### config.mk
export PLATFORM = sky130hd
export DESIGN_NAME = wb_spi_mailbox
export DESIGN_NICKNAME = d
export VERILOG_FILES = /design/src/rtl/wb_spi_mailbox.sv
export SDC_FILE = /design/constraint.sdc
export NUM_CORES = 1
export LEC_CHECK = 0
export ABC_AREA = 1
export ABC_CLOCK_PERIOD_IN_PS = 4100
export BUFFER_PORTS_ARGS = -buffer_cell sky130_fd_sc_hd__buf_2
export CAP_MARGIN = 0
export CELL_PAD_IN_SITES_DETAIL_PLACEMENT = 0
export CELL_PAD_IN_SITES_GLOBAL_PLACEMENT = 1
export CORE_AREA = 4 4 184 321
export CTS_BUF_LIST = sky130_fd_sc_hd__clkbuf_8 sky130_fd_sc_hd__clkbuf_16
export DETAILED_ROUTE_END_ITERATION = 8
export DIE_AREA = 0 0 188 325
export PLACE_DENSITY = 0.85
export SETUP_SLACK_MARGIN = 0.5
export SLEW_MARGIN = 20
export SYNTH_ARGS = -nofsm -noshare
export SYNTH_HDL_FRONTEND = slang
export SYNTH_SLANG_ARGS = --single-unit
### constraint.sdc
create_clock -name clk -period 4.1 [get_ports clk]
set_input_delay 0.205 -clock clk [delete_from_list [all_inputs] [get_ports clk]]
set_output_delay 0.205 -clock clk [all_outputs]
set_load 0.02 [all_outputs]
### src/rtl/wb_spi_mailbox.sv
// wb_spi_mailbox: Wishbone classic slave mailbox with TX/RX word FIFOs,
// control/status/scratch registers and pulse/irq outputs toward local logic.
// Optional build macro WB_SPI_MAILBOX_LOOPBACK_EN adds CTRL bit3 loopback
// (TX FIFO head moves straight into the RX FIFO while set).
module wb_spi_mailbox #(
    parameter int unsigned DEPTH       = 8,
    parameter logic [31:0] ID_VALUE    = 32'h5350_4D42,
    parameter int unsigned WAIT_STATES = 0
) (
    input  logic        clk,
    input  logic        rst,
    input  logic        wb_cyc_i,
    input  logic        wb_stb_i,
    input  logic        wb_we_i,
    input  logic [25:0] wb_adr_i,
    input  logic [31:0] wb_dat_i,
    output logic [31:0] wb_dat_o,
    output logic        wb_ack_o,
    output logic        tx_tvalid,
    input  logic        tx_tready,
    output logic [31:0] tx_tdata,
    input  logic        rx_tvalid,
    output logic        rx_tready,
    input  logic [31:0] rx_tdata,
    output logic        soft_reset,
    output logic        start_pulse,
    output logic        irq
);
    localparam int unsigned AW = $clog2(DEPTH);
    localparam int unsigned CW = AW + 1;
    localparam logic [1:0] WAIT_LOAD = (WAIT_STATES > 0) ? 2'(WAIT_STATES - 1) : 2'd0;

    typedef enum logic [1:0] {S_IDLE, S_WAIT, S_ACK} state_t;

    state_t          state, state_nxt;
    logic [1:0]      wait_cnt;
    logic            accept, wr_en, rd_en;
    logic [5:0]      idx;
    logic [31:0]     rd_now, rd_hold, scratch;
    logic            irq_en, tx_ovf, rx_ovf, loopback, lb_move;

    logic [31:0]     tx_mem [DEPTH];
    logic [31:0]     rx_mem [DEPTH];
    logic [AW-1:0]   tx_wr, tx_rd, rx_wr, rx_rd;
    logic [CW-1:0]   tx_cnt, rx_cnt;
    logic            tx_full, tx_empty, rx_full, rx_empty;
    logic            tx_push_req, tx_push, tx_pop, rx_pop_req, rx_pop, rx_push;
    logic            unused_adr;

    assign unused_adr = ^{wb_adr_i[25:8], wb_adr_i[1:0]};

    assign idx    = wb_adr_i[7:2];
    assign accept = wb_cyc_i & wb_stb_i & (state == S_IDLE);
    assign wr_en  = accept & wb_we_i;
    assign rd_en  = accept & ~wb_we_i;

    assign tx_full  = (tx_cnt == CW'(DEPTH));
    assign tx_empty = (tx_cnt == '0);
    assign rx_full  = (rx_cnt == CW'(DEPTH));
    assign rx_empty = (rx_cnt == '0);

`ifdef WB_SPI_MAILBOX_LOOPBACK_EN
    // Loopback mode bit, written through CTRL bit3
    always_ff @(posedge clk) begin
        if (rst)
            loopback <= 1'b0;
        else if (wr_en && idx == 6'd1)
            loopback <= wb_dat_i[3];
    end
    assign lb_move = loopback & ~tx_empty & ~rx_full;
`else
    assign loopback = 1'b0;
    assign lb_move  = 1'b0;
`endif

    assign tx_tvalid = ~tx_empty & ~loopback;
    assign tx_tdata  = tx_mem[tx_rd];
    assign rx_tready = ~rx_full & ~loopback;
    assign irq       = irq_en & (~rx_empty | tx_ovf | rx_ovf);

    // A pop in the same cycle frees a slot, so a push into a full FIFO still lands
    assign tx_pop      = (tx_tvalid & tx_tready) | lb_move;
    assign tx_push_req = wr_en & (idx == 6'd4);
    assign tx_push     = tx_push_req & (~tx_full | tx_pop);
    assign rx_pop_req  = rd_en & (idx == 6'd5);
    assign rx_pop      = rx_pop_req & ~rx_empty;
    assign rx_push     = lb_move | (rx_tvalid & rx_tready);

    // Bus FSM state and wait-state counter
    always_ff @(posedge clk) begin
        if (rst) begin
            state    <= S_IDLE;
            wait_cnt <= '0;
        end else begin
            state <= state_nxt;
            if (accept)
                wait_cnt <= WAIT_LOAD;
            else if (state == S_WAIT)
                wait_cnt <= wait_cnt - 2'd1;
        end
    end

    // Next-state: accept, optional wait states (abortable by cyc drop), one ack cycle
    always_comb begin
        state_nxt = state;
        case (state)
            S_IDLE: if (accept) state_nxt = (WAIT_STATES > 0) ? S_WAIT : S_ACK;
            S_WAIT: begin
                if (!wb_cyc_i)
                    state_nxt = S_IDLE;
                else if (wait_cnt == 2'd0)
                    state_nxt = S_ACK;
            end
            S_ACK:   state_nxt = S_IDLE;
            default: state_nxt = S_IDLE;
        endcase
    end

    // Registered ack and read data; data is zero outside the ack cycle
    always_ff @(posedge clk) begin
        if (rst) begin
            wb_ack_o <= 1'b0;
            wb_dat_o <= '0;
        end else begin
            wb_ack_o <= (state_nxt == S_ACK);
            wb_dat_o <= (state_nxt == S_ACK) ? ((state == S_IDLE) ? rd_now : rd_hold) : '0;
        end
    end

    // Read mux over the register map, evaluated on pre-access state
    always_comb begin
        rd_now = 32'hDEAD_BEEF;
        case (idx)
            6'd0: rd_now = ID_VALUE;
            6'd1: rd_now = {28'b0, loopback, irq_en, 2'b00};
            6'd2: rd_now = {8'(tx_cnt), 8'(rx_cnt), 12'h000, rx_ovf, tx_ovf, ~rx_empty, tx_full};
            6'd3: rd_now = scratch;
            6'd4: rd_now = '0;
            6'd5: rd_now = rx_empty ? '0 : rx_mem[rx_rd];
            default: rd_now = 32'hDEAD_BEEF;
        endcase
    end

    // Control registers, sticky flags and pulses; all commit at accept
    always_ff @(posedge clk) begin
        if (rst) begin
            rd_hold     <= '0;
            scratch     <= '0;
            irq_en      <= 1'b0;
            tx_ovf      <= 1'b0;
            rx_ovf      <= 1'b0;
            soft_reset  <= 1'b0;
            start_pulse <= 1'b0;
        end else begin
            soft_reset  <= 1'b0;
            start_pulse <= 1'b0;
            if (accept)
                rd_hold <= rd_now;
            if (wr_en) begin
                case (idx)
                    6'd1: begin
                        soft_reset  <= wb_dat_i[0];
                        start_pulse <= wb_dat_i[1];
                        irq_en      <= wb_dat_i[2];
                    end
                    6'd2: begin
                        if (wb_dat_i[3]) rx_ovf <= 1'b0;
                        if (wb_dat_i[2]) tx_ovf <= 1'b0;
                    end
                    6'd3: scratch <= wb_dat_i;
                    default: ;
                endcase
            end
            if (tx_push_req && !tx_push)
                tx_ovf <= 1'b1;
            if (rx_pop_req && rx_empty)
                rx_ovf <= 1'b1;
        end
    end

    // TX FIFO pointers and occupancy
    always_ff @(posedge clk) begin
        if (rst) begin
            tx_wr  <= '0;
            tx_rd  <= '0;
            tx_cnt <= '0;
        end else begin
            if (tx_push) tx_wr <= tx_wr + AW'(1);
            if (tx_pop)  tx_rd <= tx_rd + AW'(1);
            tx_cnt <= tx_cnt + CW'(tx_push) - CW'(tx_pop);
        end
    end

    // TX FIFO storage
    always_ff @(posedge clk) begin
        if (tx_push)
            tx_mem[tx_wr] <= wb_dat_i;
    end

    // RX FIFO pointers and occupancy
    always_ff @(posedge clk) begin
        if (rst) begin
            rx_wr  <= '0;
            rx_rd  <= '0;
            rx_cnt <= '0;
        end else begin
            if (rx_push) rx_wr <= rx_wr + AW'(1);
            if (rx_pop)  rx_rd <= rx_rd + AW'(1);
            rx_cnt <= rx_cnt + CW'(rx_push) - CW'(rx_pop);
        end
    end

    // RX FIFO storage; loopback feeds it from the TX head
    always_ff @(posedge clk) begin
        if (rx_push)
            rx_mem[rx_wr] <= lb_move ? tx_mem[tx_rd] : rx_tdata;
    end

endmodule

==> run summary, run 1 <==
final setup fails = 0
setup slack, reg-to-reg = 1160 ps
Pins Over Slew Limit = 0
starting density of the core = 47.39%
CTS tree = built
Synth Area in XOR/XNOR = 0.1303%
Critical Path AT = 3100 ps
largest net degree at the start of global routing = 97
Die Area = 61100 µm²
WS Path Type = flip-flop to output port
largest family of logic cells by synthesized area = simple AND/OR/NAND/NOR gates
unrepaired setup endpoints after global routing = no
Reg power frac = 49.6%
Core ar. = 56750 µm²
CP required = 3890 ps
mapped cell area = 26890 µm²
worst flop-to-flop path startpoint = tx_cnt[2]
number of distinct library cells after synthesis = 39
final wirelength = 63.34 mm
# port buffers = 146
Max transition margin = 28.64%
status = finished, final reports clean
beginning of the worst hold path = rx_tvalid
Worst Hold End = rx_wr[1]
Clock Pin Slew Worst Setup and Hold Paths = 60 ps
Worst setup SP type = flip-flop
floorplan row count = 116
endpoints failing hold = 0
antenna-violating nets left = 0
worst r2r path cells = 10
worst vdd ir = 0.0002768 V
NetSw = 0.003923 W
Logic pwr share = 14.8%
#FFs+latches synth = 644
Total GRT Usage = 20.37%
clk sinks = 644
worst slew pin tran = 1069 ps
dpl cells = 3414
Leak = 12.40 nW
routed len/inst = 17.66 µm
P_int = 0.01094 W
Skew-Pair Late Insertion Delay = 590 ps
vias in the first global route = 17.84k
worst hold path cell count = 3
total of max-cap violations = 0
Worst setup EP type = output port
Vias/cell = 5.084
Synth Area in Adders = 0.8933%
first-pass GRT wire length = 99.03 mm
CTS Root Cell = clkbuf_16
Net count, final = 2885
Tmin final = 3302 ps
Net Count, Synth = 2707
hold crit path type = input pin to flip-flop
chip width = 188 µm
hpwl dp = 40.03 mm
complex-gate fraction of the synthesized area = 6.397%
initial antenna violation count = 5
CTS resizes = 0
setup TNS = 0 ps
Clk pwr share = 35.5%
total congestion overflow = 0
Power Dens Cells = 480.9 nW/µm²
Placer Congestion = 0.8113
cts bufs inserted = 54
Via Count = 18.23k
first-iteration detailed-routing DRC count = 1257
I/O Pins = 167
simple-gate area share of the yosys netlist = 18.91%
clk buf depth = 3
drt drc = 0
skew final = 19.32 ps
Mapped Avg Cell Area = 10.38 µm²
Initial DRT Pass Iterations = 7
CTS H-tree depth = 2
post-synthesis mux area share = 0%
layout cells sized above 1 = 12.90%
Switching Fraction = 26.40%
Die Y = 325 µm
RR Endpoint = tx_mem[3][28]
Seq/Total Area, Yosys = 67.00%
Synth Instances = 2592
post-route insts no fill = 3586
area delta synth->final = 14.89%
Max Freq = 0.3029 GHz
Syn. warnings = 0
Period Utilization, post-route = 80.53%
crit path max fanout = 46
-- worst max path at each step --
stage	depth (start not counted)	to	slack, ps	start
2_1_floorplan	9	tx_mem[1][0]	1000	tx_cnt[2]
3_3_place_gp	10	tx_mem[3][26]	1310	tx_cnt[2]
3_5_place_dp	10	tx_mem[3][25]	1210	tx_cnt[2]
4_1_cts	7	tx_tdata[5]	750	flip-flop
5_1_grt	6	tx_tdata[8]	580	flip-flop
6_report	7	tx_tdata[5]	800	flip-flop
-- flip-flops by register name, summed over array words and instances (netlist names), named ones only --
name	cells
wb_ack_o	1
rd_hold	32
rx_ovf	1
rx_cnt	4
tx_cnt	4
start_pulse	1
tx_mem	256
wait_cnt	2
tx_rd	3
soft_reset	1
wb_dat_o	32
rx_rd	3
irq_en	1
rx_wr	3
scratch	32
rx_mem	256
state	2
tx_ovf	1
tx_wr	3
-- cell usage after synthesis --
| cell type | number | area, µm² |
|---|---|---|
| a211oi_1 | 1 | 7.510 |
| a211oi_2 | 1 | 12.51 |
| a21oi_1 | 75 | 375.4 |
| a31oi_1 | 32 | 200.2 |
| and3_1 | 1 | 6.260 |
| buf_1 | 7 | 26.28 |
| buf_2 | 64 | 320.3 |
| buf_4 | 7 | 52.55 |
| buf_6 | 5 | 56.30 |
| buf_8 | 3 | 45.04 |
| clkbuf_1 | 45 | 168.9 |
| clkbuf_2 | 1 | 5.000 |
| dfxtp_1 | 132 | 2643 |
| edfxtp_1 | 512 | 15370 |
| fa_1 | 2 | 40.04 |
| ha_1 | 16 | 200.2 |
| inv_1 | 290 | 1089 |
| inv_2 | 8 | 30.03 |
| nand2_1 | 618 | 2320 |
| nand2_2 | 2 | 12.51 |
| nand2_4 | 3 | 33.78 |
| nand3_1 | 212 | 1061 |
| nand3_2 | 32 | 320.3 |
| nand4_1 | 16 | 100.1 |
| nand4_4 | 1 | 21.27 |
| nor2_1 | 275 | 1032 |
| nor2_2 | 6 | 37.54 |
| nor2_4 | 6 | 67.56 |
| nor2_8 | 1 | 20.02 |
| nor3_1 | 3 | 15.01 |
| nor3b_1 | 1 | 7.510 |
| o21a_1 | 34 | 255.2 |
| o21ai_0 | 161 | 805.8 |
| o21ai_1 | 8 | 40.04 |
| o21ai_4 | 1 | 16.27 |
| o31ai_1 | 1 | 7.510 |
| or2_2 | 5 | 31.28 |
| xnor2_1 | 1 | 8.760 |
| xor2_1 | 3 | 26.28 |
-- logic make-up after synthesis --
logic type               after synthesis
buffers and inverters                430
XOR/XNOR                               4
adder cells (fa/ha/maj)               18
AND/OR/NAND/NOR                     1182
AO/OA/AOI/OAI                        314
flip-flops                           644
-- through the flow --
step                setup slack, ps  power, W  util [%]  area, µm²  hold WS [ps]
floorplan                     996.6  0.008959         -      26890         303.9
global placement               1311  0.009625     49.96      28350         436.4
detailed placement             1210  0.009686     49.96      28350         439.7
CTS                           753.7   0.01500     54.43      30890         10.60
global route                  576.5   0.01552     54.44      30900         59.91
finish                        798.2   0.01486     54.44      30900         55.71
-- metal layers --
layer,wire length (µm),vias up,GRT usage (%)
met5,13,-,0
met2,33470,517,37.57
met3,3044,106,2.652
li1,-,8946,-
met4,1888,2,6.931
met1,24920,8661,24.41
-- cell type report --
class                      count  area (µm²)
inverter                     298        1121
fill                        4823       25850
clock inverter                36       314.1
timing repair buffer         254        1709
sequential                   644       18030
clock buffer                  65        1548
antenna                        4       10.01
multi-input combinational   1518        7207
tap                          767       959.7
-- repair_timing --
| action | CTS | global route |
|---|---|---|
| hold endpoints to repair | 524 | 0 |
| setup buffers | 0 | 0 |
| endpoints found under the setup margin | 0 | 0 |
| hold buffers | 67 | 0 |
-- critical path, stage by stage, from the launching register on --
cell	delay [ps]
dfxtp_4	580
clkinv_2	560
buf_4	470
nor2_1	150
o21ai_0	90
a21oi_1	290
a31oi_1	110
buf_2	240
-- power groups by stage --
stage               Combinational (W)  Sequential [W]  Clock [W]
CTS                           0.00223         0.00738    0.00539
global placement              0.00212         0.00751          0
floorplan                     0.00147         0.00749          0
finish                        0.00220         0.00738    0.00528
detailed placement            0.00217         0.00752          0
global route                  0.00248         0.00739    0.00565
-- cell usage in the layout (no fill, tap or decap), types with 5 or more instances in the layout --
master / netlist / layout
o21a_1: 34 / 34
o21ai_0: 161 / 161
inv_2: 8 / 7
buf_2: 64 / 146
ha_1: 16 / 16
buf_4: 7 / 41
or2_2: 5 / 5
dlygate4sd3_1: 0 / 67
clkinv_2: 0 / 13
nand4_1: 16 / 16
nand3_2: 32 / 32
nand2_1: 618 / 618
edfxtp_1: 512 / 512
a31oi_1: 32 / 32
nand3_1: 212 / 212
nor2_4: 6 / 23
o21ai_1: 8 / 8
nor2_1: 275 / 259
dfxtp_1: 132 / 128
a21oi_1: 75 / 75
clkinvlp_4: 0 / 5
nor2_2: 6 / 5
bufinv_16: 0 / 5
clkbuf_8: 0 / 7
clkbuf_16: 0 / 58
inv_1: 290 / 297
(Power assumes the default switching activity.)
==> run 2, diff against run 1 <==
Settings changed: ABC_CLOCK_PERIOD_IN_PS 4100 to 3300.
Clock period 4.1 ns to 3.3 ns, I/O delays scaled along.
==> run 2 against run 1 <==
  * Largest power group unchanged
  * First-iteration DRC count increased by 5.2%
  * Power rose by 27%
  * Cell count hardly changed
==> run summary, run 2 (synthesis results as in run 1) <==
# port buffers = 146 (unchanged)
beginning of the worst hold path = wb_stb_i (was rx_tvalid)
routed len/inst = 17.82 µm (was 17.66 µm)
Critical Path AT = 2900 ps (was 3100 ps)
drt drc = 0 (unchanged)
CTS tree = built (unchanged)
Net count, final = 2890 (was 2885)
skew final = 24.50 ps (was 19.32 ps)
Reg power frac = 48.5% (was 49.6%)
first-iteration detailed-routing DRC count = 1322 (was 1257)
worst r2r path cells = 10 (unchanged)
worst vdd ir = 0.0004256 V (was 0.0002768 V)
worst hold path cell count = 6 (was 3)
CTS H-tree depth = 2 (unchanged)
antenna-violating nets left = 0 (unchanged)
commonest non-fill, non-tap cell in the layout = nand2_1 (unchanged)
Leak = 12.48 nW (was 12.40 nW)
dpl cells = 3413 (was 3414)
hold crit path type = input pin to flip-flop (unchanged)
RR Endpoint = tx_mem[3][9] (was tx_mem[3][28])
top flop regs = rx_mem (256), tx_mem (256) (unchanged)
most frequent cells in the layout = 618 x nand2_1, 512 x edfxtp_1, 294 x inv_1 (was 618 x nand2_1, 512 x edfxtp_1, 297 x inv_1)
largest net degree at the start of global routing = 129 (was 97)
Switching Fraction = 26.14% (was 26.40%)
floorplan row count = 116 (unchanged)
vias in the first global route = 18.14k (was 17.84k)
Total GRT Usage = 20.35% (was 20.37%)
CP required = 3590 ps (was 3890 ps)
clk buf depth = 3 (unchanged)
unrepaired setup endpoints after global routing = no (unchanged)
Pins Over Slew Limit = 0 (unchanged)
Placer Congestion = 0.8299 (was 0.8113)
Die Area = 61100 µm² (unchanged)
final setup fails = 0 (unchanged)
setup TNS = 0 ps (unchanged)
clk sinks = 644 (unchanged)
status = finished, final reports clean (unchanged)
total of max-cap violations = 0 (unchanged)
crit path max fanout = 20 (was 46)
Vias/cell = 5.132 (was 5.084)
endpoints failing hold = 0 (unchanged)
Clk pwr share = 36.7% (was 35.5%)
Initial DRT Pass Iterations = 5 (was 7)
post-route insts no fill = 3587 (was 3586)
Logic pwr share = 14.8% (about the same)
fin area = 31140 µm² (was 30900 µm²)
Skew-Pair Late Insertion Delay = 610 ps (was 590 ps)
Area after DPL = 28450 µm² (was 28350 µm²)
worst flop-to-flop path startpoint = tx_cnt[2] (unchanged)
Period Utilization, post-route = 78.88%
Max transition margin = 32.88% (was 28.64%)
Worst Hold End = irq_en (was rx_wr[1])
chip width = 188 µm (unchanged)
Post-CTS Setup Bufs = 0 (unchanged)
Core ar. = 56750 µm² (unchanged)
Filler cells = 4805 (was 4823)
layout cells sized above 1 = 12.95% (was 12.90%)
Power Dens Cells = 607.2 nW/µm² (was 480.9 nW/µm²)
final wirelength = 63.92 mm (was 63.34 mm)
CTS Root Cell = clkbuf_16 (unchanged)
I/O Pins = 167 (unchanged)
hpwl dp = 39.93 mm (was 40.03 mm)
Die Y = 325 µm (unchanged)
total power = 0.01891 W (was 0.01486 W)
starting density of the core = 47.39% (unchanged)
Tmin final = 2603 ps
Worst setup SP type = flip-flop (unchanged)
Worst setup EP type = flip-flop (was output port)
setup slack, reg-to-reg = 700 ps (was 1160 ps)
cts bufs inserted = 56 (was 54)
Via Count = 18.41k (was 18.23k)
Max Freq = 0.3842 GHz
total congestion overflow = 0 (unchanged)
worst hold slack = 63.82 ps (was 55.71 ps)
worst slew pin tran = 1003 ps (was 1069 ps)
P_int = 0.01397 W (was 0.01094 W)
first-pass GRT wire length = 98.66 mm (was 99.03 mm)
WS Path Type = flip-flop to flip-flop (was flip-flop to output port)
initial antenna violation count = 3 (was 5)
Clock Pin Slew Worst Setup and Hold Paths = 70 ps (was 60 ps)
NetSw = 0.004943 W (was 0.003923 W)
area delta synth->final = 15.81% (was 14.89%)
run 2: per-layer routing:
metal  up-vias  track usage (%)  share of wire [%]
met2       568            37.47                 53
li1       8951                -                  -
met5         -                0              0.042
met4         4            7.937                3.6
met3       141            2.781                5.3
met1      8745            23.89                 38
run 2: through the flow:
| stage | worst slack, ps | util (%) |
|---|---|---|
| 2_1_floorplan | 196.6 | - |
| 3_3_place_gp | 755.7 | 50.13 |
| 3_5_place_dp | 699.8 | 50.13 |
| 4_1_cts | 638.1 | 54.87 |
| 5_1_grt | 526.6 | 54.88 |
| 6_report | 696.9 | 54.88 |
run 2: final cells by class:
class                           count  area (µm²)  area share (%)
Multi-Input combinational cell   1518        7207           23.14
Clock buffer                       62        1506           4.837
Timing Repair Buffer              257        1842           5.914
Clock inverter                     40       473.0           1.519
Antenna cell                        1       2.502        0.008035
Tap cell                          767       959.7           3.081
Sequential cell                   644       18030           57.89
Inverter                          298        1124           3.608
run 2: critical path, stage by stage (launching register included):
cell     delay, ps
dfxtp_1        330
inv_1           70
ha_1           200
nand3_1        100
nand2_1        110
nand2_1        120
inv_1           70
nor2_2         200
nand2_1        300
nor2_4         520
buf_12         260
run 2: worst max-delay path by stage:
| stage | from | to | slack (ps) | cells past startpoint |
|---|---|---|---|---|
| 6_report | tx_cnt[2] | tx_mem[3][9] | 700 | 10 |
| 5_1_grt | rx_cnt[2] | rx_cnt[1] | 530 | 13 |
| 4_1_cts | flip-flop | tx_tdata[7] | 640 | 6 |
| 3_5_place_dp | rx_cnt[2] | rx_cnt[1] | 700 | 13 |
| 3_3_place_gp | tx_cnt[2] | tx_cnt[2] | 760 | 15 |
| 2_1_floorplan | tx_cnt[2] | tx_mem[1][0] | 200 | 9 |
run 2: repair_timing:
action,in CTS,in global routing
hold buffers,71,0
gates resized for setup,2,0
pin swaps,0,1
endpoints found under the setup margin,8,1
endpoints found under the hold margin,561,0
run 2: power groups by stage:
| stage | clock [W] | sequential, W | combinational, W |
|---|---|---|---|
| 2_1_floorplan | 0 | 0.00930 | 0.00183 |
| 3_3_place_gp | 0 | 0.00933 | 0.00267 |
| 3_5_place_dp | 0 | 0.00934 | 0.00274 |
| 4_1_cts | 0.00710 | 0.00917 | 0.00283 |
| 5_1_grt | 0.00742 | 0.00919 | 0.00311 |
| 6_report | 0.00694 | 0.00917 | 0.00279 |
